**src/rtl/updown_ctrl_if.sv**
```systemverilog
// updown_ctrl_if: raw buttons, divider reload and counter feedback in; tick,
// direction and status out. The master side drives buttons, the slave is updown_ctrl.
interface updown_ctrl_if #(
  parameter int DIV_W = 8
);
  logic             run_btn;
  logic             dir_btn;
  logic [DIV_W-1:0] div_load;
  logic [3:0]       count;
  logic             tick;
  logic             status;
  logic             running;
  logic             dir_chg;

  modport master (
    output run_btn, dir_btn, div_load, count,
    input  tick, status, running, dir_chg
  );

  modport slave (
    input  run_btn, dir_btn, div_load, count,
    output tick, status, running, dir_chg
  );
endinterface

```
**src/rtl/updown_ctrl.sv**
```systemverilog
// updown_ctrl: button sync/debounce, programmable tick divider FSM and direction
// control for the 4-bit ripple up/down counter. Define AUTO_REV_EN for terminal-count auto-reverse.
module updown_ctrl #(
  parameter int DIV_W     = 8,
  parameter int DB_CYCLES = 16,
  parameter int DB_W      = 5
) (
  input logic          clk,
  input logic          rst_n,
  updown_ctrl_if.slave bus
);

  typedef enum logic [1:0] {
    IDLE,
    RUN_LO,
    RUN_HI,
    STOP_PEND
  } state_t;

  localparam logic [DB_W-1:0] DB_LAST = DB_W'(DB_CYCLES - 1);

  // Bit 0 is the run button, bit 1 the direction button.
  logic [1:0]      btn_raw;
  logic [1:0]      sync1;
  logic [1:0]      sync2;
  logic [1:0]      lvl;
  logic [1:0]      lvl_q;
  logic [1:0]      ev;
  logic [DB_W-1:0] db_cnt [2];

  state_t           state;
  state_t           state_nxt;
  logic [DIV_W-1:0] div;
  logic [DIV_W-1:0] div_nxt;
  logic             tick_q;
  logic             running_q;
  logic             status_q;
  logic             status_nxt;
  logic             dir_chg_q;
  logic             pend;
  logic             pend_nxt;
  logic             flip;
  logic             apply;
  logic             auto_rev;
  logic             run_ev;
  logic             dir_ev;

  assign btn_raw = {bus.dir_btn, bus.run_btn};
  assign ev      = lvl & ~lvl_q;
  assign run_ev  = ev[0];
  assign dir_ev  = ev[1];

  always_ff @(posedge clk or negedge rst_n) begin
    if (!rst_n) begin
      sync1 <= '0;
      sync2 <= '0;
      lvl   <= '0;
      lvl_q <= '0;
      for (int unsigned i = 0; i < 2; i++) begin
        db_cnt[i] <= '0;
      end
    end else begin
      sync1 <= btn_raw;
      sync2 <= sync1;
      lvl_q <= lvl;
      for (int unsigned i = 0; i < 2; i++) begin
        if (sync2[i] == lvl[i]) begin
          db_cnt[i] <= '0;
        end else if (db_cnt[i] == DB_LAST) begin
          lvl[i]    <= sync2[i];
          db_cnt[i] <= '0;
        end else begin
          db_cnt[i] <= db_cnt[i] + 1'b1;
        end
      end
    end
  end

`ifdef AUTO_REV_EN
  assign auto_rev = status_q ? (bus.count == 4'd0) : (bus.count == 4'hF);
`else
  assign auto_rev = 1'b0;
`endif

  always_comb begin
    state_nxt = state;
    div_nxt   = div;
    apply     = 1'b0;
    case (state)
      IDLE: begin
        if (run_ev) begin
          state_nxt = RUN_LO;
          div_nxt   = bus.div_load;
        end
      end
      RUN_LO: begin
        if (run_ev) begin
          state_nxt = IDLE;
          apply     = 1'b1;
        end else if (div == '0) begin
          state_nxt = RUN_HI;
          div_nxt   = bus.div_load;
        end else begin
          div_nxt = div - 1'b1;
        end
      end
      RUN_HI: begin
        // A stop request landing on the fall edge itself finishes immediately.
        if (div == '0) begin
          state_nxt = run_ev ? IDLE : RUN_LO;
          div_nxt   = bus.div_load;
          apply     = 1'b1;
        end else begin
          div_nxt = div - 1'b1;
          if (run_ev) begin
            state_nxt = STOP_PEND;
          end
        end
      end
      STOP_PEND: begin
        if (div == '0) begin
          state_nxt = IDLE;
          apply     = 1'b1;
        end else begin
          div_nxt = div - 1'b1;
        end
      end
      default: begin
        state_nxt = IDLE;
      end
    endcase

    pend_nxt = pend;
    flip     = 1'b0;
    if (state == IDLE) begin
      flip = dir_ev;
    end else if (apply) begin
      // Manual and auto-reverse requests on the same apply edge cancel.
      flip     = pend ^ dir_ev ^ auto_rev;
      pend_nxt = 1'b0;
    end else begin
      pend_nxt = pend ^ dir_ev;
    end
    status_nxt = status_q ^ flip;
  end

  always_ff @(posedge clk or negedge rst_n) begin
    if (!rst_n) begin
      state     <= IDLE;
      div       <= '0;
      tick_q    <= 1'b0;
      running_q <= 1'b0;
      status_q  <= 1'b0;
      dir_chg_q <= 1'b0;
      pend      <= 1'b0;
    end else begin
      state     <= state_nxt;
      div       <= div_nxt;
      tick_q    <= (state_nxt == RUN_HI) || (state_nxt == STOP_PEND);
      running_q <= (state_nxt == RUN_LO) || (state_nxt == RUN_HI);
      status_q  <= status_nxt;
      dir_chg_q <= flip;
      pend      <= pend_nxt;
    end
  end

  assign bus.tick    = tick_q;
  assign bus.running = running_q;
  assign bus.status  = status_q;
  assign bus.dir_chg = dir_chg_q;

endmodule

```
**src/flat_wrapper.sv**
```systemverilog
// flat-port wrapper written by rule: the top's interface ports become plain ports
module updown_ctrl_flat 
#(
  parameter int DIV_W     = 8,
  parameter int DB_CYCLES = 16,
  parameter int DB_W      = 5
)
  (clk, rst_n, bus_run_btn, bus_dir_btn, bus_div_load, bus_count, bus_tick, bus_status, bus_running, bus_dir_chg);
  updown_ctrl_if #(.DIV_W(DIV_W)) bus_i ();
  input logic clk;
  input logic rst_n;
  input wire logic [$bits(bus_i.run_btn)-1:0] bus_run_btn;
  input wire logic [$bits(bus_i.dir_btn)-1:0] bus_dir_btn;
  input wire logic [$bits(bus_i.div_load)-1:0] bus_div_load;
  input wire logic [$bits(bus_i.count)-1:0] bus_count;
  output wire logic [$bits(bus_i.tick)-1:0] bus_tick;
  output wire logic [$bits(bus_i.status)-1:0] bus_status;
  output wire logic [$bits(bus_i.running)-1:0] bus_running;
  output wire logic [$bits(bus_i.dir_chg)-1:0] bus_dir_chg;
  assign bus_i.run_btn = bus_run_btn;
  assign bus_i.dir_btn = bus_dir_btn;
  assign bus_i.div_load = bus_div_load;
  assign bus_i.count = bus_count;
  assign bus_tick = bus_i.tick;
  assign bus_status = bus_i.status;
  assign bus_running = bus_i.running;
  assign bus_dir_chg = bus_i.dir_chg;
  updown_ctrl #(.DIV_W(DIV_W), .DB_CYCLES(DB_CYCLES), .DB_W(DB_W)) u_core (.clk(clk), .rst_n(rst_n), .bus(bus_i));
endmodule
```
**config.mk**
```make
export PLATFORM = sky130hd
export DESIGN_NAME = updown_ctrl_flat
export DESIGN_NICKNAME = d
export VERILOG_FILES = /design/src/rtl/updown_ctrl_if.sv /design/src/rtl/updown_ctrl.sv /design/src/flat_wrapper.sv
export SDC_FILE = /design/constraint.sdc
export NUM_CORES = 1
export LEC_CHECK = 0
export CORE_MARGIN = 1
export CORE_UTILIZATION = 35
export CTS_CLUSTER_SIZE = 8
export DETAILED_ROUTE_END_ITERATION = 16
export PLACE_DENSITY = 0.66
export SLEW_MARGIN = 20
export SYNTH_ARGS = -nofsm -noshare
export SYNTH_HDL_FRONTEND = slang
export SYNTH_SLANG_ARGS = --single-unit
```
**constraint.sdc**
```tcl
create_clock -name clk -period 2.75 [get_ports clk]
set_input_delay 0.825 -clock clk [delete_from_list [all_inputs] [get_ports clk]]
set_output_delay 0.825 -clock clk [all_outputs]
set_load 0.03 [all_outputs]
```
==> flow_metrics.py, run 1 <==
metrics = {
    "run_status": {
        "status": "completed",
    },
    "synth": {
        "dominantRegCellSynth": "sky130_fd_sc_hd__dfrtp_1",
        "ys_ff_latch": 33,
        "seq_area_frac_synth": 0.4615,
        "synth_cell_types": 45,
        "proportion_of_register_bits_with_asynchronous_set_or_reset_after_synthesis": 1.000,
        "syn-instance-count": 168,
        "synth-edff-count": 0,
        "postSynthNetCount": 194,
        "synthesis.area_per_instance_um2": 10.65,
        "synthesis.yosys.warnings": 0,
        "post_synth_instance_area_um2": 1789,
    },
    "routing": {
        "dr.first_iter.drc_count": 78,
        "finalWirelength_um": 3128,
        "via_per_inst": 5.130,
        "vias": 1298,
        "postRouteAntennaNets": 0,
        "drc": 0,
        "routedWlPerCell_um": 12.36,
        "drt_pass1_iterations": 4,
    },
    "cts": {
        "cts.repair.resized": 0,
        "cts_htree_levels": 2,
        "clk_pin_slew_ns": 0.07,
        "root_buffer_selected_by_cts": "sky130_fd_sc_hd__clkbuf_8",
        "ctsLongestPathBuffers": 2,
        "cts_tree": "yes",
        "clock_sinks": 33,
        "cts_post_setup_buffers_inserted": 0,
        "clock_buffer_count_from_cts": 5,
        "clkLatencyLatePin_ns": 0.28,
        "cts-hold-fix-buffers": 0,
    },
    "global_route": {
        "grt_max_degree": 34,
        "grt_pass1_vias": 1247,
        "grt_first_pass_wirelength_um": 5747,
        "number_of_antenna_violations_at_the_first_check_in_global_routing": 0,
        "total_grt_overflow": 0,
        "grt_use_total": 0.1409,
    },
    "timing": {
        "max_slew_margin": 0.5018,
        "report.final.setup_viol": 0,
        "final_critical_period_ns": 2.512,
        "timing_worst_slew_pin_value_ns": 0.7405,
        "final_critical_path_setup_slack_ns": 0.2377,
        "achievable_frequency_ghz": 0.3980,
        "totalNegativeSetupSlack_ns": 0,
        "clock-skew-final_ns": 0.008336,
        "period_share": 0.9136,
        "slew_violations": 0,
        "setup_repair_after_global_routing_missed_its_margin": "no",
        "timing_hold_violations_final": 0,
    },
    "flow_run": {
        "cap_violations": 0,
    },
    "critical_path": {
        "worst_setup_path_start_kind": "register",
        "worst-path-max-fanout": 4,
        "worstPathArrival_ns": 2.68,
        "crit_path_end_kind": "register",
        "required_ns": 2.92,
        "criticalPathCategory": "reg2reg",
    },
    "pwr": {
        "power_switching_share": 0.2658,
        "powerDensity_nw_per_um2": 561.8,
        "vdd_ir_drop_max_uv": 311.8,
        "internal-power_uw": 862.8,
        "cellLeakagePower_uw": 0.001001,
        "seq_power_share": 0.494,
        "netSwitchingPower_uw": 312.4,
        "pwr-share-clk": 0.378,
        "logic_pwr_share": 0.129,
    },
    "cells_and_area": {
        "final_common_cell": "sky130_fd_sc_hd__dfrtp_1",
        "flow.area_growth_from_synthesis_pct": 16.92,
        "layout.core_utilization": 0.4343,
        "nFillCells": 483,
        "num-nets-final": 212,
        "final_cells": 253,
        "share_of_layout_cells_above_drive_strength_1": 0.1129,
        "commonest_non_fill_non_tap_cells_in_the_layout": "33 x sky130_fd_sc_hd__dfrtp_1, 16 x sky130_fd_sc_hd__inv_1, 15 x sky130_fd_sc_hd__clkdlybuf4s50_1",
        "diodes": 0,
    },
    "floorplan": {
        "starting_density_of_the_core": 0.3714,
        "top_level_ports": 20,
        "core_area_um2": 4817,
        "fp-row-count": 25,
        "floorplan.die.width_um": 73.50,
        "die_height_um": 73.50,
        "fp.dieArea_um2": 5402,
    },
    "place": {
        "place.detailed.instances": 246,
        "global_placement_routability_congestion": 0.7990,
        "place.port_buffers": 15,
        "pre_cts_ws_ns": 0.2559,
        "place.detailed.hpwl_um": 2186,
    },
    "worst_hold_path": {
        "hold_path_class": "reg2reg",
    },
}
[per-stage QoR]
| step | hold WS (ns) | instance area, µm² | power (µW) |
|---|---|---|---|
| floorplan | 0.3312 | 1789 | 679.7 |
| detailed placement | 0.3356 | 1988 | 740.9 |
| CTS | 0.3515 | 2092 | 1193 |
| global route | 0.3716 | 2092 | 1251 |
| global placement | 0.3331 | 1988 | 737.0 |
| finish | 0.3472 | 2092 | 1175 |
[final cells by class]
class / instances / area, µm² / share of cell area
inverter: 16 / 60.06 / 0.02871
sequential: 33 / 825.8 / 0.3947
clock buffer: 5 / 68.82 / 0.03289
clock inverter: 2 / 35.03 / 0.01675
timing repair buffer: 16 / 157.7 / 0.07536
multi-input combinational: 114 / 860.8 / 0.4115
tap: 67 / 83.83 / 0.04007
[path summary, 6_finish.rpt]
| kind | startpoint | end | slack (ns) | depth (start not counted) |
|---|---|---|---|---|
| setup / recovery | u_core.div[0] | u_core.bus.tick | 0.24 | 8 |
| setup reg to reg | u_core.div[0] | u_core.bus.tick | 0.24 | 8 |
| max in group asynchronous | rst_n | u_core.div[2] | 1.51 | 2 |
| hold / removal | u_core.sync1[1] | u_core.sync2[1] | 0.35 | 0 |
| hold reg to reg | u_core.sync1[1] | u_core.sync2[1] | 0.35 | 0 |
| min in group asynchronous | rst_n | u_core.db_cnt[8] | 0.93 | 2 |
[state kept, by name, indices dropped and copies added, names as in the netlist]
name and count:
u_core.sync1 2, u_core.lvl_q 2, u_core.bus.running 1, u_core.sync2 2, u_core.bus.dir_chg 1, u_core.state 2, u_core.lvl 2, u_core.div 8
u_core.bus.status 1, u_core.db_cnt 10, u_core.pend 1, u_core.bus.tick 1
[synthesized netlist by cell type, drive strengths merged (2+ instances only)]
cell | n | share of area
inv | 16 | 0.034
dfrtp | 33 | 0.46
o22ai | 6 | 0.021
or2 | 2 | 0.0070
nand2 | 5 | 0.010
a32oi | 4 | 0.020
xor2 | 6 | 0.029
a21oi | 4 | 0.013
nand2b | 2 | 0.0070
nor2 | 13 | 0.038
a211oi | 2 | 0.0084
mux2i | 3 | 0.017
o21ai | 8 | 0.022
nor3 | 6 | 0.022
a22oi | 4 | 0.017
a221oi | 5 | 0.024
mux2 | 3 | 0.019
and2 | 3 | 0.010
nand3 | 6 | 0.017
and3 | 5 | 0.017
ha | 10 | 0.070
o221ai | 2 | 0.0098
buf | 5 | 0.024
[metal layers]
metal / wire (µm) / global-route usage / share of wire
met1: 1544 / 0.1946 / 0.49
met2: 1412 / 0.2029 / 0.45
met3: 163 / 0.04801 / 0.052
met4: 8 / 0.05342 / 0.0026
met5: 0 / 0 / 0
[power by group through the flow]
| stage | logic [µW] | clock network, µW | registers [µW] |
|---|---|---|---|
| 6_report | 151 | 444 | 580 |
| 5_1_grt | 180 | 484 | 587 |
| 4_1_cts | 153 | 460 | 579 |
| 3_5_place_dp | 153 | 0 | 588 |
| 3_3_place_gp | 151 | 0 | 586 |
| 2_1_floorplan | 104 | 0 | 576 |
[worst max-delay path, stage by stage (launching register included)]
cell	delay [ns]
sky130_fd_sc_hd__dfrtp_1	0.40
sky130_fd_sc_hd__inv_1	0.13
sky130_fd_sc_hd__ha_1	0.21
sky130_fd_sc_hd__or3b_2	0.58
sky130_fd_sc_hd__o21ai_0	0.17
sky130_fd_sc_hd__a21boi_1	0.22
sky130_fd_sc_hd__o221ai_1	0.18
sky130_fd_sc_hd__ha_1	0.22
sky130_fd_sc_hd__or2_2	0.28
[logic make-up (layout without fill, tap and decap cells)]
group	Yosys count	count (layout)	synth area share
buffers and inverters	21	39	0.05734
xor gates and xnor gates	6	6	0.02937
adders and majority gates	10	10	0.06993
muxes	6	6	0.03566
AOI/OAI and AO/OA	42	42	0.1804
and+or+nand+nor	50	50	0.1657
DFF	33	33	0.4615
Power figures use the tool's default switching activity.
==> run 2: changes to the inputs <==
- HOLD_SLACK_MARGIN: default -> 0.06
==> results of run 2 <==
The final DEF is identical to that of run 1; final timing and power are the same.
==> run 3: changes to the inputs <==
- CORE_UTILIZATION: 35 -> 30
- HOLD_SLACK_MARGIN: 0.06 -> default
- PLACE_DENSITY: 0.66 -> 0.6
==> run 3 against run 2 <==
Count of clock-buffer cells in the layout up 1. Fmax rose by 0.58%. Cell count increased by 2.4%. Design area shrank 0.72%. Die area rose by 16%. Critical path type unchanged.
==> flow_metrics.py, run 3 (same netlist as run 1, synthesis figures left out) <==
metrics = {
    "global_route": {
        "grt_max_degree": 34,
        "grt_use_total": 0.1166,
        "grt_first_pass_wirelength_um": 5616,
        "total_grt_overflow": 0,
        "number_of_antenna_violations_at_the_first_check_in_global_routing": 0,
        "grt_pass1_vias": 1247,
    },
    "place": {
        "place.port_buffers": 15,
        "global_placement_routability_congestion": 0.8265,
        "place.detailed.instances": 251,
        "place.detailed.hpwl_um": 2228,
        "pre_cts_ws_ns": 0.2437,
    },
    "cts": {
        "cts_htree_levels": 2,
        "clock_sinks": 33,
        "cts_tree": "yes",
        "root_buffer_selected_by_cts": "sky130_fd_sc_hd__clkbuf_8",
        "ctsLongestPathBuffers": 2,
        "clk_pin_slew_ns": 0.07,
        "cts.repair.resized": 0,
        "cts_post_setup_buffers_inserted": 0,
        "clock_buffer_count_from_cts": 5,
        "clkLatencyLatePin_ns": 0.28,
        "cts-hold-fix-buffers": 0,
    },
    "floorplan": {
        "starting_density_of_the_core": 0.3171,
        "floorplan.die.width_um": 79.23,
        "die_height_um": 79.23,
        "fp-row-count": 27,
        "core_area_um2": 5642,
        "fp.dieArea_um2": 6277,
        "top_level_ports": 20,
    },
    "timing": {
        "clock-skew-final_ns": 0.006067,
        "timing_worst_slew_pin_value_ns": 0.6958,
        "achievable_frequency_ghz": 0.4004,
        "slew_violations": 0,
        "report.final.setup_viol": 0,
        "final_critical_path_setup_slack_ns": 0.2522,
        "totalNegativeSetupSlack_ns": 0,
        "period_share": 0.9083,
        "timing_hold_violations_final": 0,
        "max_slew_margin": 0.5318,
        "final_critical_period_ns": 2.498,
        "setup_repair_after_global_routing_missed_its_margin": "no",
    },
    "cells_and_area": {
        "diodes": 0,
        "share_of_layout_cells_above_drive_strength_1": 0.1123,
        "num-nets-final": 212,
        "final_cells": 259,
        "final_common_cell": "sky130_fd_sc_hd__dfrtp_1",
        "nFillCells": 588,
        "flow.area_growth_from_synthesis_pct": 16.08,
        "largest_registers": "u_core.db_cnt x10, u_core.div x8",
        "commonest_non_fill_non_tap_cells_in_the_layout": "33 x sky130_fd_sc_hd__dfrtp_1, 16 x sky130_fd_sc_hd__inv_1, 15 x sky130_fd_sc_hd__clkdlybuf4s50_1",
        "multi_input_area_um2": 860.8,
        "max_flop_register": "u_core.db_cnt",
        "largest_reg_flops": 10,
        "storage_cell_area_um2": 825.8,
    },
    "routing": {
        "drc": 0,
        "routedWlPerCell_um": 12.66,
        "dr.first_iter.drc_count": 56,
        "finalWirelength_um": 3279,
        "via_per_inst": 5.120,
        "drt_pass1_iterations": 4,
        "vias": 1326,
        "postRouteAntennaNets": 0,
    },
    "pwr": {
        "vdd_ir_drop_max_uv": 236.0,
        "cellLeakagePower_uw": 0.0009917,
        "powerDensity_nw_per_um2": 526.1,
        "netSwitchingPower_uw": 317.7,
        "internal-power_uw": 775.1,
        "power_uw": 1093,
        "seq_power_share": 0.530,
        "pwr-share-clk": 0.329,
        "logic_pwr_share": 0.142,
        "power_switching_share": 0.2907,
    },
    "critical_path": {
        "worstPathArrival_ns": 2.67,
        "criticalPathCategory": "reg2reg",
        "crit_path_end_kind": "register",
        "worst-path-max-fanout": 4,
        "worst_setup_path_start_kind": "register",
        "required_ns": 2.92,
    },
    "run_status": {
        "status": "completed",
    },
    "worst_hold_path": {
        "hold_path_class": "reg2reg",
    },
    "flow_run": {
        "cap_violations": 0,
    },
}
-- run 3: final timing paths --
path                                      start                 end  slack (ns)  depth (start not counted)
worst max-delay path              u_core.div[0]     u_core.bus.tick        0.25                          8
worst min-delay path            u_core.sync1[0]     u_core.sync2[0]        0.35                          0
worst max register to register    u_core.div[0]     u_core.bus.tick        0.25                          8
worst min register to register  u_core.sync1[0]     u_core.sync2[0]        0.35                          0
max in group asynchronous                 rst_n  u_core.bus.dir_chg        1.49                          2
min in group asynchronous                 rst_n    u_core.db_cnt[6]        0.95                          2
-- run 3: cell type report --
cell class / instances / area share
multi-input cells: 114 / 0.4145
flip-flops and latches: 33 / 0.3976
repair buffers: 16 / 0.07590
well taps: 72 / 0.04337
clock buffers: 6 / 0.03494
inverters: 16 / 0.02892
clock inverters: 2 / 0.004819
-- run 3: through the flow --
stage	cell area (µm²)	util	hold WS (ns)
detailed placement	1994	0.3535	0.3362
global placement	1994	0.3535	0.3329
global route	2077	0.3682	0.3613
floorplan	1789	-	0.3312
finish	2077	0.3682	0.3518
CTS	2077	0.3682	0.3567
-- run 3: worst max-delay path, stage by stage (launching register included) --
cell and delay (ns):
sky130_fd_sc_hd__dfrtp_1 0.39, sky130_fd_sc_hd__inv_1 0.13, sky130_fd_sc_hd__ha_1 0.21, sky130_fd_sc_hd__or3b_2 0.58, sky130_fd_sc_hd__o21ai_0 0.18, sky130_fd_sc_hd__a21boi_1 0.21, sky130_fd_sc_hd__o221ai_1 0.18, sky130_fd_sc_hd__ha_1 0.22
sky130_fd_sc_hd__or2_2 0.28
-- run 3: per-layer routing --
layer | GRT usage | wire [µm] | vias up | share of wire
li1 | - | - | 648 | -
met1 | 0.1505 | 1676 | 640 | 0.51
met2 | 0.1802 | 1451 | 36 | 0.44
met3 | 0.03448 | 140 | 2 | 0.043
met4 | 0.04909 | 10 | 0 | 0.0030
met5 | 0 | 0 | - | 0
-- run 3: power by group through the flow --
stage	combinational [µW]	sequential [µW]	clock (µW)
6_report	155	579	359
5_1_grt	181	585	392
2_1_floorplan	104	576	0
3_5_place_dp	155	588	0
3_3_place_gp	151	586	0
4_1_cts	156	579	369
